$ cat config.mk
export PLATFORM = sky130hd
export DESIGN_NAME = frame_stream_source_flat
export DESIGN_NICKNAME = d
export VERILOG_FILES = /design/src/rtl/frame_stream_source_pkg.sv /design/src/rtl/frame_stream_source_if.sv /design/src/rtl/frame_xy_counter.sv /design/src/rtl/frame_stream_source.sv /design/src/flat_wrapper.sv
export SDC_FILE = /design/constraint.sdc
export NUM_CORES = 1
export LEC_CHECK = 0
export CAP_MARGIN = 20
export CORE_MARGIN = 8
export CORE_UTILIZATION = 47
export DETAILED_ROUTE_END_ITERATION = 8
export GPL_ROUTABILITY_DRIVEN = 0
export PLACE_DENSITY = 0.83
export SYNTH_ARGS = -nofsm -noshare
export SYNTH_HDL_FRONTEND = slang
export SYNTH_HIERARCHICAL = 1
export SYNTH_SLANG_ARGS = --single-unit
$ cat constraint.sdc
create_clock -name clk -period 2.2 [get_ports clk]
set_input_delay 0.33 -clock clk [delete_from_list [all_inputs] [get_ports clk]]
set_output_delay 0.33 -clock clk [all_outputs]
set_load 0.005 [all_outputs]
$ cat src/rtl/frame_stream_source_pkg.sv
// Shared types and widths for the frame stream source and its counter.
package frame_stream_source_pkg;

  // Count width shared with the line-buffer controller.
  localparam int unsigned CntW = 16;
  localparam int unsigned XyW  = 8;

  typedef enum logic [2:0] {
    StIdle   = 3'd0,
    StSof    = 3'd1,
    StStream = 3'd2,
    StDrain  = 3'd3,
    StWaitHi = 3'd4,
    StWaitLo = 3'd5
  } state_e;

endpackage

$ cat src/rtl/frame_stream_source_if.sv
// Line-buffer input interface plus the RAM read port of the frame stream source.
interface frame_stream_source_if #(
  parameter int unsigned DATA_W = 8,
  parameter int unsigned ADDR_W = 16
);
  import frame_stream_source_pkg::*;

  logic              start;
  logic [ADDR_W-1:0] base_addr;
  logic              pause;
  logic              busy;
  logic              mem_rd_en;
  logic [ADDR_W-1:0] mem_addr;
  logic [DATA_W-1:0] mem_rdata;
  logic              sof;
  logic              input_valid;
  logic [DATA_W-1:0] pixel_data;
  logic              active;
  logic              done;
  logic [XyW-1:0]    x_cnt;
  logic [XyW-1:0]    y_cnt;

  modport master (
    input  start, base_addr, pause, busy, mem_rdata,
    output mem_rd_en, mem_addr, sof, input_valid, pixel_data, active, done, x_cnt, y_cnt
  );

  modport slave (
    output start, base_addr, pause, busy, mem_rdata,
    input  mem_rd_en, mem_addr, sof, input_valid, pixel_data, active, done, x_cnt, y_cnt
  );

endinterface

$ cat src/rtl/frame_xy_counter.sv
// Pixel position counter: y runs fastest, then x; idx is the linear pixel index.
module frame_xy_counter
  import frame_stream_source_pkg::*;
#(
  parameter int unsigned InputY = 3,
  parameter int unsigned InputX = 3
) (
  input  logic            clk_i,
  input  logic            rst_ni,
  input  logic            clr_i,
  input  logic            en_i,
  output logic [XyW-1:0]  x_o,
  output logic [XyW-1:0]  y_o,
  output logic [CntW-1:0] idx_o,
  output logic            last_o
);

  localparam int unsigned NumPix = InputY * InputX;

  logic [XyW-1:0]  x_q, x_d, y_q, y_d;
  logic [CntW-1:0] idx_q, idx_d;
  logic            y_wrap, x_wrap;

  assign y_wrap = (y_q == XyW'(InputY - 1));
  assign x_wrap = (x_q == XyW'(InputX - 1));
  assign last_o = (idx_q == CntW'(NumPix - 1));

  always_comb begin
    x_d   = x_q;
    y_d   = y_q;
    idx_d = idx_q;
    if (clr_i) begin
      x_d   = '0;
      y_d   = '0;
      idx_d = '0;
    end else if (en_i) begin
      y_d   = y_wrap ? '0 : y_q + 1'b1;
      idx_d = last_o ? '0 : idx_q + 1'b1;
      if (y_wrap) begin
        x_d = x_wrap ? '0 : x_q + 1'b1;
      end
    end
  end

  always_ff @(posedge clk_i or negedge rst_ni) begin
    if (!rst_ni) begin
      x_q   <= '0;
      y_q   <= '0;
      idx_q <= '0;
    end else begin
      x_q   <= x_d;
      y_q   <= y_d;
      idx_q <= idx_d;
    end
  end

  assign x_o   = x_q;
  assign y_o   = y_q;
  assign idx_o = idx_q;

endmodule

$ cat src/rtl/frame_stream_source.sv
// Streams one stored feature map from a sync-read RAM into the line-buffer controller,
// y-fast/x-slow, then waits for the controller's flush before reporting done.
module frame_stream_source
  import frame_stream_source_pkg::*;
#(
  parameter int unsigned input_y = 3,
  parameter int unsigned input_x = 3,
  parameter int unsigned DATA_W  = 8,
  parameter int unsigned ADDR_W  = 16
) (
  input  logic                  clk,
  input  logic                  rst_n,
  frame_stream_source_if.master bus
);

  state_e            state_q, state_d;
  logic [ADDR_W-1:0] base_q, base_d;
  logic              active_q, active_d;
  logic              done_q, done_d;
  logic              valid_q;
  logic              rd_en, cnt_clr, last;
  logic [CntW-1:0]   idx;
  logic [XyW-1:0]    x, y;
  logic [DATA_W-1:0] pix;

  frame_xy_counter #(
    .InputY(input_y),
    .InputX(input_x)
  ) u_xy (
    .clk_i (clk),
    .rst_ni(rst_n),
    .clr_i (cnt_clr),
    .en_i  (rd_en),
    .x_o   (x),
    .y_o   (y),
    .idx_o (idx),
    .last_o(last)
  );

  always_comb begin
    state_d  = state_q;
    base_d   = base_q;
    active_d = active_q;
    done_d   = 1'b0;
    rd_en    = 1'b0;
    cnt_clr  = 1'b0;
    unique case (state_q)
      StIdle: begin
        // The done cycle is itself IDLE; refusing start there forces a gap between frames.
        if (bus.start && !done_q) begin
          base_d   = bus.base_addr;
          active_d = 1'b1;
          state_d  = StSof;
        end
      end
      StSof: begin
        cnt_clr = 1'b1;
        state_d = StStream;
      end
      StStream: begin
        if (!bus.pause) begin
          rd_en = 1'b1;
          if (last) state_d = StDrain;
        end
      end
      StDrain:  state_d = StWaitHi;
      StWaitHi: if (bus.busy) state_d = StWaitLo;
      StWaitLo: begin
        if (!bus.busy) begin
          active_d = 1'b0;
          done_d   = 1'b1;
          state_d  = StIdle;
        end
      end
      default: begin
        active_d = 1'b0;
        state_d  = StIdle;
      end
    endcase
  end

  always_ff @(posedge clk or negedge rst_n) begin
    if (!rst_n) begin
      state_q  <= StIdle;
      base_q   <= '0;
      active_q <= 1'b0;
      done_q   <= 1'b0;
      valid_q  <= 1'b0;
    end else begin
      state_q  <= state_d;
      base_q   <= base_d;
      active_q <= active_d;
      done_q   <= done_d;
      valid_q  <= rd_en;
    end
  end

  // RAM data lands one cycle after the read, in step with valid_q.
  assign pix             = bus.mem_rdata;
  assign bus.pixel_data  = pix;
  assign bus.mem_rd_en   = rd_en;
  assign bus.mem_addr    = base_q + ADDR_W'(idx);
  assign bus.sof         = (state_q == StSof);
  assign bus.input_valid = valid_q;
  assign bus.active      = active_q;
  assign bus.done        = done_q;
  assign bus.x_cnt       = x;
  assign bus.y_cnt       = y;

endmodule

$ cat src/flat_wrapper.sv
// flat-port wrapper written by rule: the top's interface ports become plain ports
module frame_stream_source_flat import frame_stream_source_pkg::*;
#(
  parameter int unsigned input_y = 3,
  parameter int unsigned input_x = 3,
  parameter int unsigned DATA_W  = 8,
  parameter int unsigned ADDR_W  = 16
)
  (clk, rst_n, bus_start, bus_base_addr, bus_pause, bus_busy, bus_mem_rdata, bus_mem_rd_en, bus_mem_addr, bus_sof, bus_input_valid, bus_pixel_data, bus_active, bus_done, bus_x_cnt, bus_y_cnt);
  frame_stream_source_if #(.DATA_W(DATA_W), .ADDR_W(ADDR_W)) bus_i ();
  input  logic clk;
  input  logic rst_n;
  input wire logic [$bits(bus_i.start)-1:0] bus_start;
  input wire logic [$bits(bus_i.base_addr)-1:0] bus_base_addr;
  input wire logic [$bits(bus_i.pause)-1:0] bus_pause;
  input wire logic [$bits(bus_i.busy)-1:0] bus_busy;
  input wire logic [$bits(bus_i.mem_rdata)-1:0] bus_mem_rdata;
  output wire logic [$bits(bus_i.mem_rd_en)-1:0] bus_mem_rd_en;
  output wire logic [$bits(bus_i.mem_addr)-1:0] bus_mem_addr;
  output wire logic [$bits(bus_i.sof)-1:0] bus_sof;
  output wire logic [$bits(bus_i.input_valid)-1:0] bus_input_valid;
  output wire logic [$bits(bus_i.pixel_data)-1:0] bus_pixel_data;
  output wire logic [$bits(bus_i.active)-1:0] bus_active;
  output wire logic [$bits(bus_i.done)-1:0] bus_done;
  output wire logic [$bits(bus_i.x_cnt)-1:0] bus_x_cnt;
  output wire logic [$bits(bus_i.y_cnt)-1:0] bus_y_cnt;
  assign bus_i.start = bus_start;
  assign bus_i.base_addr = bus_base_addr;
  assign bus_i.pause = bus_pause;
  assign bus_i.busy = bus_busy;
  assign bus_i.mem_rdata = bus_mem_rdata;
  assign bus_mem_rd_en = bus_i.mem_rd_en;
  assign bus_mem_addr = bus_i.mem_addr;
  assign bus_sof = bus_i.sof;
  assign bus_input_valid = bus_i.input_valid;
  assign bus_pixel_data = bus_i.pixel_data;
  assign bus_active = bus_i.active;
  assign bus_done = bus_i.done;
  assign bus_x_cnt = bus_i.x_cnt;
  assign bus_y_cnt = bus_i.y_cnt;
  frame_stream_source #(.input_y(input_y), .input_x(input_x), .DATA_W(DATA_W), .ADDR_W(ADDR_W)) u_core (.clk(clk), .rst_n(rst_n), .bus(bus_i));
endmodule
# Word level (Yosys, flattened, before mapping)
# Index checks and enable logic that the tools add are counted.
# W data, S select, Z words.
# classes
n_eq_ne	13
reduce_logical	10
n_addsub	4
n_bitwise	1
mux	24
# op_table
cell	count
$mux W8	7
$mux W16	3
$pmux W3 S6	1
$add A16 B1 Y16 const B	1
$add A16 B16 Y16	1
$add A8 B1 Y8 const B	2
$eq A16 B4 Y1 const B	1
$eq A8 B2 Y1 const B	2
$mux W3	5
$ne A2 B2 Y1 const B	4
$mux W1	7
$eq A3 B2 Y1 const B	2
$eq A3 B3 Y1 const B	2
$reduce_and A5 Y1	1
$reduce_and A2 Y1	2
$reduce_bool A2 Y1	2
$reduce_or A4 Y1	1
$eq A3 B1 Y1 const B	1
$logic_not A3 Y1	1
$pmux W1 S3	1
$reduce_and A3 Y1	1
$ne A2 B1 Y1 const B	1
$logic_and A1 B1 Y1	1
$logic_not A1 Y1	1
$not A1 Y1	1
# totals
reg_bits	54
out_inout_bits	45
inputBits	29
elab_cells	60

# Depth between registers and ports, before layout
# depth
word_depth	5
mapped_depth	7
ltp_nobuf	7

# Cells and area by module
# Netlist, hierarchy kept.
# modules_own_cells
mod	instances	seq_area_each_um2	area_each_um2	cells_each
frame_xy_counter	1	800.8	1826.8	192
frame_stream_source	1	550.5	1695.4	175

# Worst setup path before layout
# Ideal clock, no wire load.
# synth_timing
kind	register to register
startpoint	register u_core.state_q[2]
endpoint	register u_core.u_xy.idx_q[13], in the netlist u_core/u_xy/idx_o[13]
slack_ns	0.075
arrival_ns	2.004
synth_period_minus_slack_ns	2.125
required_time_ns	2.079
setup_time_ns	0.121
n_path_buf	2
stages_incl_launch_ff	8
path_cell_list	dfrtp_1 > clkbuf_1 > nor4b_1 > buf_2 > o211a_1 > nor4bb_1 > xnor2_1 > nor2_1
# synth_via
elab_chain_len	3
elab_cells_between_ends	6
classes_between	eq/ne: 2; mux: 3; reduce/logical: 1
# synth_lines
item	line	rtl
start, declared	frame_stream_source.sv:16	state_e state_q, state_d;
start signal, assigned	frame_stream_source.sv:84	state_q <= StIdle;
start signal, assigned	frame_stream_source.sv:90	state_q <= state_d;
$eq A3 B2 Y1	frame_stream_source.sv:47	unique case (state_q)
$mux W1	frame_stream_source.sv:47	
via bus_mem_rd_en	flat_wrapper.sv:18	output wire logic [$bits(bus_i.mem_rd_en)-1:0] bus_mem_rd_en;
$reduce_bool A2 Y1 (no line)	-	
end signal, assigned	frame_xy_counter.sv:53	idx_q <= idx_d;
end, declared	frame_xy_counter.sv:21	logic [CntW-1:0] idx_q, idx_d;
# The timed path passes the listed nets, and every way through them passes these cells.
# A chain may end at the register's enable or synchronous reset.

# Worst setup path after layout
# layout_timing
startpoint	register u_core.u_xy.idx_q[3], in the netlist u_core/u_xy/idx_o[3]
endpoint	output port bus_mem_addr[8]
# layout_via
elab_chain_len	1
# layout_lines
item	line	rtl
$add A16 B16 Y16	frame_stream_source.sv:102	assign bus.mem_addr = base_q + ADDR_W'(idx);
end, declared	flat_wrapper.sv:19	output wire logic [$bits(bus_i.mem_addr)-1:0] bus_mem_addr;
# Every way passes these cells.

==> results_dict.tcl <==
set metrics [dict create \
    wl_per_cell_um 18.1 \
    wl_um 10900 \
    cts_tree "yes" \
    layout_commonest_cell "buf_4" \
    die_x_um 103 \
    path_common_cell "buf_6" \
    worstPathRequired_ns 1.87 \
    slowest_delay_ns 0.46 \
    start_kind "flip-flop" \
    fin_crit_sh_pct 121 \
    r2r_cells 8 \
    yosys.area.top_type "dfrtp_1" \
    coreArea_um2 7250 \
    crit_path_top_delay_cell "dfrtp_2" \
    final_cell_mix "buf_4, dfrtp_1, clkdlybuf4s50_1, nand2_1, nor2_1" \
    avgSynthCellArea_um2 9.60 \
    antenna_found_initial 0 \
    grt_max_degree 55 \
    grt_pass1_vias 3711 \
    end_kind "output pin" \
    hold_slack_ns 0.523 \
    synth-async-reset-ratio_pct 100 \
    p_leak_nw 2.28 \
    ctsHtreeMaxLevel 2 \
    crit_end "bus_mem_addr[8]" \
    status "complete, but fails checks" \
    num_vias 3458 \
    yosysSeqAreaShare_pct 38.4 \
    p_per_area_nw_per_um2 1080 \
    yosys.area.top_type_share_pct 38.4 \
    reg2reg_to "u_core/u_xy/idx_o[0]" \
    clk_pin_slew_ns 0.11 \
    r2r_slack_ns 0.10 \
    critPathMaxFanout 3 \
    initial_utilization_pct 48.6 \
    grt_pass1_wl_um 17300 \
    antenna_left 0 \
    arrival_ns 2.33 \
    synthTopCellsByArea "dfrtp_1, ha_1, mux2_2" \
    vdd_drop_max_mv 0.578 \
    ys_ff_latch 54 \
    violations "setup timing" \
    final_area_um2 5140 \
    die_h_um 103 \
    hold_viol 0 \
    relSlewSlack_pct 70.4 \
    clock-sinks 54 \
    synthCells 367 \
    fmax_mhz 376 \
    ys.flop_type "dfrtp_1" \
    syn_area_um2 3520 \
    critPathBufInv 3 \
    io_pins 74 \
    dp_hpwl_um 7090 \
    clock-root-buffer "clkbuf_8" \
    grt_setup_unrepaired "true" \
    drive_gt1_share_pct 37.7 \
    cp_top_family "flip-flops" \
    ys_types 64 \
    regToRegStartpoint "u_core/u_xy/idx_o[1]" \
    antenna_cells 0 \
    fin_worst_skew_ns 0.00815 \
    min_period_ns 2.66 \
    rows 31 \
    place_area_um2 4610 \
    portBuffers 57 \
    clk_latency_ns 0.33 \
    min_path_type "in2async" \
    worst-setup-path-type "reg2out" \
    die-area_um2 10500 \
    tightestPinTransition_ns 0.440 \
    vias_per_cell 5.73 \
    areaGrowthSynthToFinish_pct 46.0 \
    grt_use_total_pct 20.9 \
    drv_cap 0 \
    numCtsBuffers 5 \
    syn_nets 418 \
    slew_violations 0 \
    worst-path-stages 9 \
    fin_nets 554 \
    dr.pass1.iters 5 \
    synth_edf_count 0 \
    first_iter_violations 161 \
    dp_slack_ns -0.508 \
    overflow 0 \
    finalSetupViolCount 13 \
    setup_slack_ns -0.462 \
    cp-startpoint "u_core/u_xy/idx_o[3]" \
    cts_max_path_buffers 2 \
    drc 0 \
    ys_warn_count 6 \
    crit_chain "ha_4 -> nand2_2 -> buf_6 -> o211ai_1 -> nand2_1 -> buf_6 -> a21oi_4 -> xor2_1 -> buf_2" \
]
metrics by stage:
stage	TNS (ns)	total power [W]	utilization [%]	instances
2_1_floorplan	0	0.00297	-	367
3_3_place_gp	-3.63	0.00433	63.5	572
3_5_place_dp	-4.62	0.00448	63.5	572
4_1_cts	-2.75	0.00528	69.1	597
5_1_grt	-5.14	0.00590	70.9	603
6_report	-3.88	0.00556	70.9	603
synth_stat cells (2+ instances only):
cell / number
a22o_1: 5
nor4_1: 7
clkbuf_1: 3
nand3b_1: 4
nand2b_1: 3
ha_1: 21
a21oi_1: 24
nor3_1: 6
inv_1: 11
xnor2_1: 11
nor2_1: 30
nor2b_1: 2
nand2_1: 30
o21bai_1: 2
and4_1: 2
nand4_1: 10
buf_2: 5
nor4b_1: 4
and3_1: 6
nand3_1: 12
xor2_1: 16
dfrtp_1: 54
o211ai_1: 2
a211oi_1: 2
mux2_2: 17
o21ai_0: 26
buf_4: 8
nor3b_1: 2
a31oi_1: 4
a21o_1: 3
o21a_1: 2
registers in the layout, indices dropped and copies added, names as in the netlist:
name,cells
u_core/state_q,3
u_core/u_xy/x_o,8
u_core/bus.input_valid,1
u_core/u_xy/idx_o,16
u_core/base_q,16
u_core/bus.done,1
u_core/bus.active,1
u_core/u_xy/y_o,8
worst min path at each step:
stage / to / slack (ns) / cells after the start / startpoint
floorplan: u_core/base_q[0] / 0.03 / 0 / rst_n
global route: u_core/u_xy/y_o[5] / 0.54 / 3 / rst_n
global placement: u_core/u_xy/y_o[3] / 0.35 / 2 / rst_n
CTS: u_core/base_q[7] / 0.53 / 3 / rst_n
finish: u_core/u_xy/y_o[5] / 0.52 / 3 / rst_n
detailed placement: u_core/u_xy/y_o[7] / 0.35 / 2 / rst_n
area by class of cell:
| type | count | area [µm²] |
|---|---|---|
| Clock buffer | 5 | 68.8 |
| Clock inverter | 3 | 28.8 |
| Fill cell | 513 | 2110 |
| Inverter | 11 | 41.3 |
| Multi-Input combinational cell | 283 | 2290 |
| Sequential cell | 54 | 1360 |
| Tap cell | 99 | 124 |
| Timing Repair Buffer | 148 | 1240 |
what timing repair did:
item / CTS / global route
setup endpoints to repair: 17 / 26
hold buffers: 1 / 0
pin swaps: 33 / 16
gates resized for setup: 96 / 25
hold endpoints to repair: 6 / 0
setup buffers: 18 / 7
per-layer routing:
layer  GRT usage (%)  share of wire (%)  up-vias
met3            4.93                6.2       34
met4            8.69                3.1        0
li1                -                  -     1602
met2            38.4                 51      153
met5               0                  0        -
met1            22.3                 40     1669
cells by family after synthesis:
logic type	count (synthesis)	synth area share, %
compound gates	85	15.5
buf+inv	30	5.29
simple gates	131	20.4
xor+xnor	27	6.71
flops	54	38.4
mux	18	5.72
fa+ha+maj	22	8.03
worst register-to-register path: cells and delay by family (launching register included):
family	cells	cell delay [ns]
buf+inv	4	0.55
fa+ha+maj	1	0.22
simple gates	1	0.29
mux	1	0.28
flops	1	0.44
compound gates	1	0.21
where the power goes:
part | internal, W | switching [W]
combinational | 0.00182 | 0.00155
sequential | 0.00127 | 0.000314
clock | 0.000237 | 0.000369
(Power assumes the default switching activity.)
